$ cat config.mk
export PLATFORM = sky130hd
export DESIGN_NAME = prog_loader
export DESIGN_NICKNAME = d
export VERILOG_FILES = /design/src/rtl/prog_loader.sv
export SDC_FILE = /design/constraint.sdc
export NUM_CORES = 1
export LEC_CHECK = 0
export ABC_AREA = 1
export CAP_MARGIN = 0
export CORE_MARGIN = 3
export CORE_UTILIZATION = 51
export CTS_BUF_LIST = sky130_fd_sc_hd__clkbuf_8
export CTS_CLUSTER_SIZE = 25
export DETAILED_ROUTE_END_ITERATION = 12
export GPL_ROUTABILITY_DRIVEN = 0
export MAX_ROUTING_LAYER = met4
export PLACE_DENSITY_LB_ADDON = 0.15
export SETUP_SLACK_MARGIN = 0.2
export SKIP_LAST_GASP = 1
export SLEW_MARGIN = 10
export SYNTH_ARGS = -nofsm -noshare
export SYNTH_HDL_FRONTEND = slang
export SYNTH_SLANG_ARGS = --single-unit
$ cat constraint.sdc
create_clock -name clk -period 1.7 [get_ports clk]
set_input_delay 0.425 -clock clk [delete_from_list [all_inputs] [get_ports clk]]
set_output_delay 0.425 -clock clk [all_outputs]
set_load 0.02 [all_outputs]
$ cat src/rtl/prog_loader.sv
// Byte-serial program loader: length header, LE words, core release.
// Optional trailing checksum when LOADER_CHECKSUM_EN is defined.
module prog_loader #(
  parameter int WORD   = 32,
  parameter int ADDR_W = 8
) (
  input  logic              clk,
  input  logic              reset,
  input  logic [7:0]        rx_data,
  input  logic              rx_valid,
  output logic              rx_ready,
  output logic              stall_o,
  output logic              mem_write,
  output logic [WORD-1:0]   mem_in,
  output logic [ADDR_W-1:0] load_addr,
  output logic              done,
  output logic              error
);

  localparam int CW = ADDR_W + 1;
  localparam logic [31:0] MAXN = 32'(1) << ADDR_W;

  typedef enum logic [2:0] {
    IDLE,
    HDR,
    LOAD,
`ifdef LOADER_CHECKSUM_EN
    CHK,
`endif
    DRAIN,
    RUN,
    ERR
  } state_t;

  state_t state, nstate;

  logic [1:0]    bcnt;
  logic [23:0]   asm_q;
  logic [CW-1:0] cnt;
  logic [CW-1:0] num;
  logic [31:0]   word;
  logic          take;
  logic          last;
`ifdef LOADER_CHECKSUM_EN
  logic [WORD-1:0] sum;
`endif

  assign take = rx_valid & rx_ready;
  assign last = take & (bcnt == 2'd3);
  // Fourth byte completes the word straight from the input bus.
  assign word = {rx_data, asm_q};

  assign stall_o = (state != RUN);
  assign done    = (state == RUN);
  assign error   = (state == ERR);

  always_comb begin
    nstate   = state;
    rx_ready = 1'b0;
    unique case (state)
      IDLE: nstate = HDR;
      HDR: begin
        rx_ready = 1'b1;
        if (last) begin
          if (word > MAXN)
            nstate = ERR;
          else if (word == '0)
`ifdef LOADER_CHECKSUM_EN
            nstate = CHK;
`else
            nstate = RUN;
`endif
          else
            nstate = LOAD;
        end
      end
      LOAD: begin
        rx_ready = 1'b1;
        if (last && cnt == num - CW'(1))
`ifdef LOADER_CHECKSUM_EN
          nstate = CHK;
`else
          nstate = DRAIN;
`endif
      end
`ifdef LOADER_CHECKSUM_EN
      CHK: begin
        rx_ready = 1'b1;
        if (last)
          nstate = (WORD'(word) == sum) ? RUN : ERR;
      end
`endif
      DRAIN: nstate = RUN;
      RUN:   nstate = RUN;
      ERR:   nstate = ERR;
      default: nstate = IDLE;
    endcase
  end

  always_ff @(posedge clk or negedge reset) begin
    if (!reset) begin
      state     <= IDLE;
      bcnt      <= '0;
      asm_q     <= '0;
      cnt       <= '0;
      num       <= '0;
      mem_write <= 1'b0;
      mem_in    <= '0;
      load_addr <= '0;
`ifdef LOADER_CHECKSUM_EN
      sum       <= '0;
`endif
    end else begin
      state     <= nstate;
      mem_write <= 1'b0;
      if (take) begin
        bcnt  <= bcnt + 2'd1;
        asm_q <= {rx_data, asm_q[23:8]};
      end
      if (last && state == HDR)
        num <= word[CW-1:0];
      if (last && state == LOAD) begin
        mem_in    <= WORD'(word);
        mem_write <= 1'b1;
        load_addr <= cnt[ADDR_W-1:0];
        cnt       <= cnt + CW'(1);
`ifdef LOADER_CHECKSUM_EN
        sum       <= sum + WORD'(word);
`endif
      end
    end
  end

endmodule

==> results.ini, run 1 <==
[finish]
nets = 612
fill_cells = 407
final_cell_mix = 102 x nand2_1, 85 x dfrtp_1, 59 x inv_1
areaGrowthSynthToFinish_pct = 49.7
design_area_um2 = 6090
multi_input_area_um2 = 1980
post-route-util = 0.814
layout_commonest_cell = nand2_1
regArea_um2 = 2210
num_antenna_cells = 0
drive_above_1_share = 0.383

[floorplanning]
dieArea_um2 = 9080
core_um2 = 7490
row_count = 31
num_io_pins = 56
die_y_um = 95.3
die_w_um = 95.3
start_util = 0.543

[route]
vias_per_cell = 5.65
routedWlPerCell_um = 20.1
vias = 3968
postRouteAntennaNets = 0
routed_wl_um = 14100
drt_iter0_drc = 439
dr.pass1.iters = 7
drc_errors = 0

[logic_synthesis]
synth_compound_area_frac = 0.0990
syn_nets = 497
synth_cells = 483
synth_top_family_by_area = simple AND/OR/NAND/NOR gates
yosysTopAreaCellShare = 0.541
synth.cell_area_um2 = 4070
yosysTopAreaCell = dfrtp_1
ys_seq_area_frac = 0.541
ys_warn_count = 0
synthTopCellsByArea = dfrtp_1 54%, nand2_1 13%, inv_1 6.1%
synthSimpleGateAreaFrac = 0.232
synth-seq-cells = 88
synthMuxAreaShare = 0.00277
synth-adder-area-share = 0.00923
yosys.cell_types.count = 33
syn_area_per_cell_um2 = 8.42
synth-xor-area-share = 0.0271

[sta]
hold_violations = 0
fin_crit_sh = 1.09
hold_slack_ns = 0.493
rsz0062_at_grt = true
timing.final.crit_period_ns = 1.85
drv_slew = 0
fin_worst_skew_ns = 0.00735
slew_headroom = 0.722
finalSetupViolCount = 65
fin_ws_ns = -0.151
worst-slew-pin-transition_ns = 0.413
fmaxAchievable_mhz = 540

[critical_path]
worst-setup-path-type = register to register
start_kind = register
end_kind = register
r2r_slack_ns = -0.15
cp.arrival_ns = 2.15
worstPathRequired_ns = 2.00
cp_max_fo = 3

[grt]
grt_pass1_wl_um = 19200
grt_usage = 0.288
top_usage_layer = met2
use_met3 = 0.0505
first_global_vias = 3880
use_met1 = 0.348
grt.overflow.total = 0
antenna_found_initial = 0
grt_util_met2 = 0.480
grt_max_degree = 35

[power]
leakage_uw = 0.00310
irDropWorstVdd_mv = 0.640
p_per_area_nw_per_um2 = 1400

[flow_run]
drv_cap = 0

[clock_tree]
cts_root_buffer = clkbuf_8
cts_tree = built
h-tree-depth = 3
cts_buffers = 9
numClockSinks = 88
cts_buffer_depth = 2
clk_pin_slew_worst_paths_ns = 0.09
clkLatencyLatePin_ns = 0.36

[outcome]
violations = setup timing
run_status = finished with violations

[placed_design]
post_dp_cell_area_um2 = 4890
port_buffers = 55
post-dp-hpwl_um = 6680

[hold_path]
hold_path_class = register to register

flip-flops by register name, indices dropped and copies added (netlist names):
signal and flops:
load_addr 8, mem_write 1, state 3, num 9, bcnt 2, asm_q 24, cnt 9, mem_in 32
stage by stage:
stage / power (uW) / setup WS, ns / instances / setup TNS (ns)
floorplan: 4680 / 0.202 / 483 / 0
global placement: 5380 / -0.0753 / 648 / -0.294
detailed placement: 5470 / -0.0986 / 648 / -0.693
CTS: 7420 / 0.0168 / 688 / 0
global route: 8990 / -0.209 / 702 / -8.18
finish: 8550 / -0.151 / 702 / -4.19
worst paths after layout:
check                      startpoint         to  cells past startpoint
max                          asm_q[7]   state[1]                      8
min in group asynchronous       reset  mem_in[0]                      2
max reg2reg                  asm_q[7]   state[1]                      8
max in group asynchronous       reset   state[1]                      3
min reg2reg                   bcnt[0]    bcnt[0]                      1
min                           bcnt[0]    bcnt[0]                      1
worst max-delay path, stage by stage, from the launching register on:
cell     delay [ns]
dfrtp_1        0.42
inv_1          0.13
nand4_1        0.16
o21ai_0        0.40
buf_4          0.21
nand4_1        0.14
nand2_1        0.14
nand3_2        0.10
nand2_1        0.09
area by class of cell:
cell class | instances | share of cell area
clock buffers | 11 | 0.0249
clock inverters | 5 | 0.0101
inverters | 68 | 0.0438
multi-input cells | 312 | 0.326
flip-flops and latches | 88 | 0.362
well taps | 99 | 0.0203
repair buffers | 119 | 0.213
Yosys cell counts:
library cell,number
nor2b_1,1
nor3_1,6
and3_1,1
xor2_1,8
o21a_1,1
clkbuf_2,2
ha_1,3
nand3_1,21
nand4_1,9
inv_2,1
dfrtp_1,88
nand3_2,1
o21ai_2,4
buf_6,5
clkinv_1,1
nand2_2,2
nor2_8,1
mux2_2,1
buf_2,3
a21oi_1,5
nand2_1,141
buf_1,1
nand2_4,3
o21ai_1,29
o21ai_0,35
a21boi_0,1
clkbuf_1,5
nor2_2,3
xnor3_1,1
inv_1,66
nor2_1,31
o21bai_1,1
xnor2_1,2
per-layer routing:
layer  vias to the layer above  part of all wire
met3                        59             0.072
met2                       212              0.52
met1                      1946              0.36
li1                       1751                 -
met4                         0             0.044
met5                         -                 0
cell families after synthesis:
| family | count (synthesis) |
|---|---|
| xor+xnor | 11 |
| buf+inv | 84 |
| flops | 88 |
| simple gates | 220 |
| compound gates | 76 |
| mux | 1 |
| fa+ha+maj | 3 |
power breakdown:
part / switching, uW / total (uW) / internal (uW)
combinational: 2320 / 3970 / 1650
clock: 814 / 1590 / 772
sequential: 470 / 2990 / 2520
timing repair:
action,in CTS,in global routing
setup buffers,16,6
endpoints found under the setup margin,125,123
resized for setup,147,174
hold buffers,1,0
pin swaps,14,14
cloned,7,8
hold endpoints to repair,25,0
Power figures use the tool's default switching activity.
==> run 2: changes to the inputs <==
Settings changed: HOLD_SLACK_MARGIN set to 0.05.
==> results of run 2 <==
Final layout, timing and power as in run 1 (identical DEF).
